===== config.mk =====
export PLATFORM = sky130hd
export DESIGN_NAME = reg_sched
export DESIGN_NICKNAME = d
export VERILOG_FILES = /design/src/rtl/reg_sched_pkg.sv /design/src/rtl/register.sv /design/src/rtl/reg_sched.sv
export SDC_FILE = /design/constraint.sdc
export NUM_CORES = 1
export LEC_CHECK = 0
export CAP_MARGIN = 20
export CORE_MARGIN = 5
export CORE_UTILIZATION = 35
export DETAILED_ROUTE_END_ITERATION = 10
export GPL_ROUTABILITY_DRIVEN = 0
export GPL_TIMING_DRIVEN = 0
export PLACE_DENSITY = 0.57
export RECOVER_POWER = 100
export SYNTH_ARGS = -nofsm -noshare
export SYNTH_HDL_FRONTEND = slang
export SYNTH_HIERARCHICAL = 1
export SYNTH_SLANG_ARGS = --single-unit

===== constraint.sdc =====
create_clock -name clk -period 2.3 [get_ports clk]
set_clock_uncertainty 0.05 [all_clocks]
set_input_delay 0.23 -clock clk [delete_from_list [all_inputs] [get_ports clk]]
set_output_delay 0.23 -clock clk [all_outputs]
set_load 0.01 [all_outputs]

===== src/rtl/reg_sched_pkg.sv =====
`default_nettype none
// ============================================================================
// Module   : reg_sched_pkg
// Purpose  : Opcode and FSM state encodings shared by the register scheduler.
// Revision : 1.0 - initial release
// ============================================================================
package reg_sched_pkg;

    typedef enum logic [2:0] {
        OP_CLR  = 3'd0,
        OP_LOAD = 3'd1,
        OP_INC  = 3'd2,
        OP_DEC  = 3'd3,
        OP_SHR  = 3'd4,
        OP_SHL  = 3'd5,
        OP_ADD  = 3'd6,
        OP_READ = 3'd7
    } op_e;

    typedef enum logic [1:0] {
        ST_IDLE = 2'd0,
        ST_EXEC = 2'd1,
        ST_RESP = 2'd2
    } state_e;

endpackage : reg_sched_pkg
`default_nettype wire


===== src/rtl/register.sv =====
`default_nettype none
// ============================================================================
// Module   : register
// Purpose  : 4-bit multifunction register: clear, load, inc, dec, shifts.
// Revision : 1.0 - initial release
// ============================================================================
module register (
    input  logic       clk,
    input  logic       rst_n,
    input  logic       cl,
    input  logic       ld,
    input  logic       inc,
    input  logic       dec,
    input  logic       sr,
    input  logic       sl,
    input  logic       ir,
    input  logic       il,
    input  logic [3:0] d,
    output logic [3:0] q
);

    logic [3:0] r_q;

    // Controls are mutually exclusive in normal use; the priority only
    // guards against misuse.
    always_ff @(posedge clk or negedge rst_n) begin
        if (!rst_n) begin
            r_q <= 4'd0;
        end else if (cl) begin
            r_q <= 4'd0;
        end else if (ld) begin
            r_q <= d;
        end else if (inc) begin
            r_q <= r_q + 4'd1;
        end else if (dec) begin
            r_q <= r_q - 4'd1;
        end else if (sr) begin
            r_q <= {ir, r_q[3:1]};
        end else if (sl) begin
            r_q <= {r_q[2:0], il};
        end
    end

    assign q = r_q;

endmodule : register
`default_nettype wire


===== src/rtl/reg_sched.sv =====
`default_nettype none
// ============================================================================
// Module   : reg_sched
// Purpose  : Round-robin two-requester command scheduler for a shared register.
// Revision : 1.0 - initial release
// ============================================================================
module reg_sched
    import reg_sched_pkg::*;
(
    input  logic       clk,
    input  logic       rst_n,
    input  logic       a_valid,
    input  logic [2:0] a_op,
    input  logic [3:0] a_arg,
    output logic       a_ready,
    input  logic       b_valid,
    input  logic [2:0] b_op,
    input  logic [3:0] b_arg,
    output logic       b_ready,
    output logic       rsp_valid,
    output logic       rsp_id,
    output logic [3:0] rsp_data,
    output logic       busy,
    output logic [3:0] value
);

    localparam logic [1:0] c_IDLE = ST_IDLE;
    localparam logic [1:0] c_EXEC = ST_EXEC;
    localparam logic [1:0] c_RESP = ST_RESP;

    logic [1:0] r_state;
    logic [2:0] r_op;
    logic [3:0] r_arg;
    logic [3:0] r_cnt;
    logic       r_id;
    logic       r_last;

    logic       w_accept;
    logic       w_gnt_id;
    logic [2:0] w_sel_op;
    logic [3:0] w_sel_arg;
    logic       w_exec_done;
    logic       w_cl, w_ld, w_inc, w_dec, w_sr, w_sl;

    // On a tie the requester not served last wins; r_last=1 means B was last.
    assign w_gnt_id  = (a_valid && b_valid) ? ~r_last : b_valid;
    assign w_accept  = (r_state == c_IDLE) && (a_valid || b_valid);
    assign a_ready   = w_accept && !w_gnt_id;
    assign b_ready   = w_accept &&  w_gnt_id;
    assign w_sel_op  = w_gnt_id ? b_op  : a_op;
    assign w_sel_arg = w_gnt_id ? b_arg : a_arg;

    // r_cnt holds the remaining ADD increments; ADD 0 and ADD 1 both finish at once.
    assign w_exec_done = (r_op != OP_ADD) || (r_cnt <= 4'd1);

    always_comb begin
        w_cl  = 1'b0;
        w_ld  = 1'b0;
        w_inc = 1'b0;
        w_dec = 1'b0;
        w_sr  = 1'b0;
        w_sl  = 1'b0;
        if (r_state == c_EXEC) begin
            case (r_op)
                OP_CLR:  w_cl  = 1'b1;
                OP_LOAD: w_ld  = 1'b1;
                OP_INC:  w_inc = 1'b1;
                OP_DEC:  w_dec = 1'b1;
                OP_SHR:  w_sr  = 1'b1;
                OP_SHL:  w_sl  = 1'b1;
                OP_ADD:  w_inc = (r_cnt != 4'd0);
                default: ;
            endcase
        end
    end

    always_ff @(posedge clk or negedge rst_n) begin
        if (!rst_n) begin
            r_state <= c_IDLE;
            r_op    <= 3'd0;
            r_arg   <= 4'd0;
            r_cnt   <= 4'd0;
            r_id    <= 1'b0;
            r_last  <= 1'b1;
        end else begin
            case (r_state)
                c_IDLE: begin
                    if (w_accept) begin
                        r_op    <= w_sel_op;
                        r_arg   <= w_sel_arg;
                        r_cnt   <= w_sel_arg;
                        r_id    <= w_gnt_id;
                        r_last  <= w_gnt_id;
                        r_state <= c_EXEC;
                    end
                end
                c_EXEC: begin
                    if (w_exec_done) begin
                        r_state <= c_RESP;
                    end else begin
                        r_cnt <= r_cnt - 4'd1;
                    end
                end
                c_RESP:  r_state <= c_IDLE;
                default: r_state <= c_IDLE;
            endcase
        end
    end

    assign busy      = (r_state != c_IDLE);
    assign rsp_valid = (r_state == c_RESP);
    assign rsp_id    = rsp_valid & r_id;
    assign rsp_data  = rsp_valid ? value : 4'd0;

    register u_register (
        .clk   (clk),
        .rst_n (rst_n),
        .cl    (w_cl),
        .ld    (w_ld),
        .inc   (w_inc),
        .dec   (w_dec),
        .sr    (w_sr),
        .sl    (w_sl),
        .ir    (r_arg[0]),
        .il    (r_arg[0]),
        .d     (r_arg),
        .q     (value)
    );

endmodule : reg_sched
`default_nettype wire


==> results.py, run 1 <==
metrics = {
    "critical_path": {
        "r2r-start": "r_state[1]",
        "arrival_ns": 1.91,
        "worstSetupStartpointType": "register",
        "setup.worst_path.start": "r_state[1]",
        "crit_end": "b_ready",
        "setup.worst_path.class": "register to primary output",
        "regToRegSetupSlack_ns": 0.16,
        "cp.required_ns": 2.02,
        "rr_endpoint": "u_register/q[1]",
        "r2r_cells": 8,
        "cp-end-kind": "primary output",
        "worstPathMaxFanout": 6,
    },
    "drt": {
        "wirelength_mm": 3.16,
        "drc": 0,
        "ant_nets": 0,
        "drt_pass1_iterations": 4,
        "via_count": 1210,
        "wire_per_inst_um": 14.1,
        "drt-initial-drc-count": 44,
        "via_per_inst": 5.40,
    },
    "layout": {
        "drive_gt1_frac": 0.0909,
        "fillers": 381,
        "ff_latch_area_sq_um": 477,
        "layout.cells.non_filler": 224,
        "area_delta_synth_final_pct": 28.5,
        "final_area_sq_mm": 0.00173,
        "nets": 200,
        "diodes": 0,
        "multi_input_comb_area_sq_um": 777,
    },
    "synth": {
        "ys_ff_latch": 19,
        "synth.distinct_cells": 51,
        "seq_area_frac_synth": 0.355,
        "synth_top_area_cell": "dfrtp_1",
        "synthXorXnorAreaFrac": 0,
        "synth.most_common_cell": "dfrtp_1",
        "avgSynthCellArea_sq_um": 9.45,
        "muxShareOfSynthArea": 0.0568,
        "yosysTopAreaCellShare": 0.336,
        "synthAdderAreaFrac": 0.0466,
        "async_reset_ff_frac": 1.00,
        "synth_top_family_by_area": "simple AND/OR/NAND/NOR gates",
        "synth_fp_nets": 165,
        "yosysWarnings": 6,
        "synth_area_sq_mm": 0.00134,
        "synth-edff-count": 0,
        "synth_compound_area_frac": 0.215,
        "synth_cells": 142,
        "synth.cells.most_frequent": "18 x dfrtp_1, 13 x nand2_1, 8 x nor2_1",
        "synthFlopType": "dfrtp_1",
        "synth_area_leaders": "dfrtp_1 34%, ha_1 4.7%, mux2i_1 3.7%",
        "synth_simple_gate_area_share": 0.273,
    },
    "timing": {
        "fin_tns_setup_ns": 0,
        "whs_ns": 0.424,
        "tightestPinTransition_ns": 0.867,
        "worst_slack_ns": 0.109,
        "slew_viol_final": 0,
        "finalSetupViolCount": 0,
        "slew_headroom": 0.420,
        "hold_viol_final": 0,
        "fin_crit_sh": 0.952,
        "clock.fmax_mhz": 456,
        "grt_setup_unrepaired": "false",
        "period_needed_ns": 2.19,
    },
    "grt": {
        "grt_max_degree": 20,
        "grt_pass1_vias": 1118,
        "grt-ovfl-total": 0,
        "grt_pass1_wl_mm": 5.18,
        "antenna_found_initial": 0,
        "grtUsageTotal": 0.127,
    },
    "placed_design": {
        "placement.cell_area_sq_mm": 0.00170,
        "pre_cts_ws_ns": 0.0419,
        "dp.cells": 220,
        "dpl.hpwl_mm": 2.54,
        "portBuffers": 30,
    },
    "power": {
        "seqPwrFrac": 0.341,
        "power.share.combinational": 0.552,
        "p_int_mw": 1.22,
        "swShare": 0.414,
        "p_leak_nw": 0.735,
        "clock_power_share": 0.108,
        "switchingPower_uw": 860,
        "powerDensity_mw_per_mm2": 1200,
        "peakVddDrop_uv": 485,
    },
    "clock_network": {
        "cts_buffer_depth": 2,
        "clock-sinks": 19,
        "htreeDepth": 1,
        "cts_tree": "built",
        "cts_setup_buffers": 0,
        "cts_buffers": 3,
        "clk_pin_slew_worst_paths_ns": 0.07,
        "cts_root_buf": "clkbuf_8",
        "clkLatencyLatePin_ns": 0.25,
        "cts_hold_buf": 0,
    },
    "outcome": {
        "status": "finished, final reports clean",
    },
    "floorplanning": {
        "die-width_um": 71.9,
        "die_y_um": 71.9,
        "row_count": 22,
        "start_util": 0.364,
        "core_sq_mm": 0.00369,
        "dieArea_sq_mm": 0.00517,
        "ioPinCount": 31,
    },
    "run": {
        "maxCapViolCount": 0,
    },
    "worst_hold_path": {
        "min_path_type": "register to register",
    },
}
[stage by stage]
stage | util | total power, mW
floorplan | - | 1.52
global placement | 0.462 | 1.90
detailed placement | 0.462 | 1.92
CTS | 0.474 | 2.16
global route | 0.468 | 2.26
finish | 0.468 | 2.08
[registers in the layout, summed over array words and instances, names as in the netlist]
name	flops
r_arg	4
r_cnt	4
r_id	1
r_last	1
r_op	3
r_state	2
u_register/q	4
[kinds of logic (layout without fill, tap and decap cells)]
group	after synthesis	in the layout
fa+ha+maj	5	5
flops	19	19
simple gates	62	62
buf+inv	12	46
compound gates	37	37
mux	7	7
[layer usage]
metal | GRT usage | share of wire | up-vias
met1 | 0.160 | 0.46 | 550
met2 | 0.210 | 0.45 | 54
li1 | - | - | 597
met4 | 0.0501 | 0.017 | 0
met5 | 0 | 0 | -
met3 | 0.0291 | 0.074 | 9
[critical path, stage by stage (launching register included)]
cell	delay, ns
dfrtp_1	0.40
or2_4	0.28
nor2_1	0.35
clkdlybuf4s50_1	0.63
[cell type report]
cell class / instances / area share
sequential: 19 / 0.276
buffer: 5 / 0.0268
tap: 48 / 0.0348
clock buffer: 4 / 0.0261
timing repair buffer: 30 / 0.170
inverter: 7 / 0.0152
multi-input combinational: 111 / 0.450
[power by group through the flow]
stage / clock network [mW] / registers, mW / logic, mW
after floorplan: 0 / 0.673 / 0.845
after global placement: 0 / 0.707 / 1.20
after detailed placement: 0 / 0.716 / 1.21
after CTS: 0.235 / 0.711 / 1.21
after global routing: 0.255 / 0.738 / 1.27
final: 0.224 / 0.708 / 1.15
[worst min path at each step]
stage                     depth (start not counted)      from  endpoint
after global routing                              2  r_arg[1]  r_arg[1]
after detailed placement                          1      r_id      r_id
final                                             2  r_arg[1]  r_arg[1]
after floorplan                                   0     rst_n  r_arg[0]
after CTS                                         1      r_id      r_id
after global placement                            1      r_id      r_id
[what timing repair did]
action,in CTS,in global routing
endpoints found under the setup margin,0,2
hold endpoints to repair,0,0
gates resized for setup,0,5
[cell usage in the layout, fill, tap and decap left out, types with 2 or more instances in the layout]
cell type / count
clkdlybuf4s50_1: 21
dfrtp_1: 18
nand2_1: 13
nor2_1: 8
dlygate4sd3_1: 8
inv_1: 7
nor3_1: 6
a21oi_1: 6
and2_0: 5
mux2i_1: 5
o21ai_0: 5
ha_1: 5
nand2b_1: 4
and3_1: 4
nor2b_1: 3
buf_6: 3
nand3b_1: 3
nor4_1: 3
a221o_1: 3
clkbuf_8: 3
o22a_1: 2
a21o_1: 2
clkbuf_1: 2
a22oi_1: 2
a31o_1: 2
No activity file was read; power rests on OpenSTA's default activity.
==> inputs of run 2 (changes only) <==
--- a/config.mk
+++ b/config.mk
@@ -11,8 +11,8 @@
 export DETAILED_ROUTE_END_ITERATION = 10
 export GPL_ROUTABILITY_DRIVEN = 0
 export GPL_TIMING_DRIVEN = 0
-export PLACE_DENSITY = 0.57
 export RECOVER_POWER = 100
+export SLEW_MARGIN = 10
 export SYNTH_ARGS = -nofsm -noshare
 export SYNTH_HDL_FRONTEND = slang
 export SYNTH_HIERARCHICAL = 1
==> run 2 against run 1 <==
Net effect:
- worst setup slack improved by 0.043 ns
- fmax increased by 2.0%
- highest routed layer unchanged
- total power increased by 3.2%
- sequential power increased by 2%
- clock power increased by 2%
- core utilization increased by 1.1 points
- clock-buffer cell count unchanged
- hold slack improved by 0.0097 ns
- die area unchanged
- register-to-register slack about the same
==> results.py, run 2 (synthesis gave the netlist of run 1 again) <==
metrics = {
    "critical_path": {
        "critPathBufInv": 2,
        "setup.worst_path.class": "register to register",
        "r2r_cells": 8,
        "worstSetupStartpointType": "register",
        "arrival_ns": 2.21,
        "cp-end-kind": "register",
        "path_delay_family": "simple AND/OR/NAND/NOR gates",
        "worstPathMaxFanout": 9,
        "regToRegSetupSlack_ns": 0.15,
        "cp.required_ns": 2.36,
        "rr_endpoint": "u_register/q[1]",
        "cp_slowest_cell": "dfrtp_1",
        "path_cells": "nand2b_1, clkbuf_1, nor3_2, buf_6, mux2_4, a2111oi_2, or3_1, a21oi_1",
        "r2r-start": "r_state[1]",
        "slowest_delay_ns": 0.41,
    },
    "grt": {
        "grtUsageMet1": 0.180,
        "grtUsageTotal": 0.136,
        "antenna_found_initial": 0,
        "grt-ovfl-total": 0,
        "grtUsageMet2": 0.221,
        "grtUsageMet3": 0.0291,
        "grt_pass1_wl_mm": 5.67,
        "grt_max_degree": 20,
        "grt_pass1_vias": 1216,
        "busiest_layer": "met2",
    },
    "timing": {
        "clock.fmax_mhz": 466,
        "tightestPinTransition_ns": 0.856,
        "hold_viol_final": 0,
        "fin_crit_sh": 0.934,
        "fin_tns_setup_ns": 0,
        "whs_ns": 0.434,
        "period_needed_ns": 2.15,
        "grt_setup_unrepaired": "false",
        "finalSetupViolCount": 0,
        "slew_viol_final": 0,
        "slew_headroom": 0.428,
    },
    "power": {
        "powerDensity_mw_per_mm2": 1210,
        "p_leak_nw": 0.752,
        "peakVddDrop_uv": 502,
    },
    "layout": {
        "area_delta_synth_final_pct": 31.6,
        "diodes": 0,
        "drive_gt1_frac": 0.119,
        "post-route-util": 0.479,
        "layout_common_cells": "21 x clkdlybuf4s50_1, 17 x dfrtp_1, 13 x nand2_1",
        "final_common_cell": "clkdlybuf4s50_1",
        "nets": 200,
    },
    "clock_network": {
        "cts_buffers": 3,
        "clkLatencyLatePin_ns": 0.25,
        "cts.repair.resized": 0,
        "cts_root_buf": "clkbuf_8",
        "cts_buffer_depth": 2,
        "clk_pin_slew_worst_paths_ns": 0.07,
        "htreeDepth": 1,
        "clock-sinks": 19,
        "cts_tree": "built",
        "cts_setup_buffers": 0,
        "cts_hold_buf": 0,
    },
    "drt": {
        "drt_pass1_iterations": 4,
        "via_count": 1200,
        "via_per_inst": 5.36,
        "ant_nets": 0,
        "wirelength_mm": 3.26,
        "drt-initial-drc-count": 65,
        "wire_per_inst_um": 14.5,
        "drc": 0,
    },
    "floorplanning": {
        "dieArea_sq_mm": 0.00517,
        "row_count": 22,
        "core_sq_mm": 0.00369,
        "die_y_um": 71.9,
        "die-width_um": 71.9,
        "start_util": 0.364,
        "ioPinCount": 31,
    },
    "run": {
        "maxCapViolCount": 0,
    },
    "worst_hold_path": {
        "holdCritStartpoint": "r_arg[1]",
        "hold_depth": 2,
        "min_path_type": "register to register",
        "hold_end": "r_arg[1]",
    },
    "outcome": {
        "status": "finished, final reports clean",
    },
    "placed_design": {
        "portBuffers": 30,
        "dpl.hpwl_mm": 2.58,
    },
}
-- run 2: how the worst max path moves through the flow --
stage	slack, ns	startpoint	depth (start not counted)	end
2_1_floorplan	0.29	r_state[1]	8	u_register/q[1]
3_3_place_gp	0.12	r_state[1]	8	u_register/q[1]
3_5_place_dp	0.09	r_state[1]	8	u_register/q[1]
4_1_cts	0.02	r_state[0]	5	a_ready
5_1_grt	0.01	r_cnt[0]	8	u_register/q[1]
6_report	0.15	r_state[1]	8	u_register/q[1]
-- run 2: layout make-up --
class	instances	area, sq um
Fill cell	375	1920
Buffer	5	37.5
Multi-Input combinational cell	111	817
Tap cell	48	60.1
Sequential cell	19	478
Timing Repair Buffer	30	303
Clock buffer	4	45.0
Inverter	7	26.3
-- run 2: stage by stage --
step | instance area, sq um | power (mW) | setup WS (ns) | cells
global placement | 1700 | 1.90 | 0.115 | 220
CTS | 1750 | 2.16 | 0.0198 | 224
finish | 1770 | 2.14 | 0.152 | 224
floorplan | 1340 | 1.52 | 0.285 | 142
detailed placement | 1700 | 1.93 | 0.0922 | 220
global route | 1770 | 2.33 | 0.0114 | 224
-- run 2: layer usage --
metal	share of wire	vias to the layer above
met4	0.0031	0
met1	0.47	556
met2	0.47	41
met3	0.060	2
li1	-	601
met5	0	-
-- run 2: report_power, final --
| group | leakage [nW] | internal [mW] | total (mW) | switching (mW) |
|---|---|---|---|---|
| clock | 0.0228 | 0.123 | 0.229 | 0.106 |
| sequential | 0.226 | 0.511 | 0.722 | 0.211 |
| combinational | 0.504 | 0.593 | 1.19 | 0.600 |
| total | 0.752 | 1.23 | 2.14 | 0.917 |
-- run 2: worst reg2reg max path, cell delays in order, from the launching register on --
cell	delay [ns]
dfrtp_1	0.41
nand2b_1	0.15
clkbuf_1	0.23
nor3_2	0.23
buf_6	0.16
mux2_4	0.31
a2111oi_2	0.25
or3_1	0.16
a21oi_1	0.06
==> inputs of run 3 (changes only) <==
--- a/config.mk
+++ b/config.mk
@@ -17,3 +17,4 @@
 export SYNTH_HDL_FRONTEND = slang
 export SYNTH_HIERARCHICAL = 1
 export SYNTH_SLANG_ARGS = --single-unit
+export TNS_END_PERCENT = 100
==> results of run 3 <==
No change in the layout: final DEF, timing and power equal those of run 2.
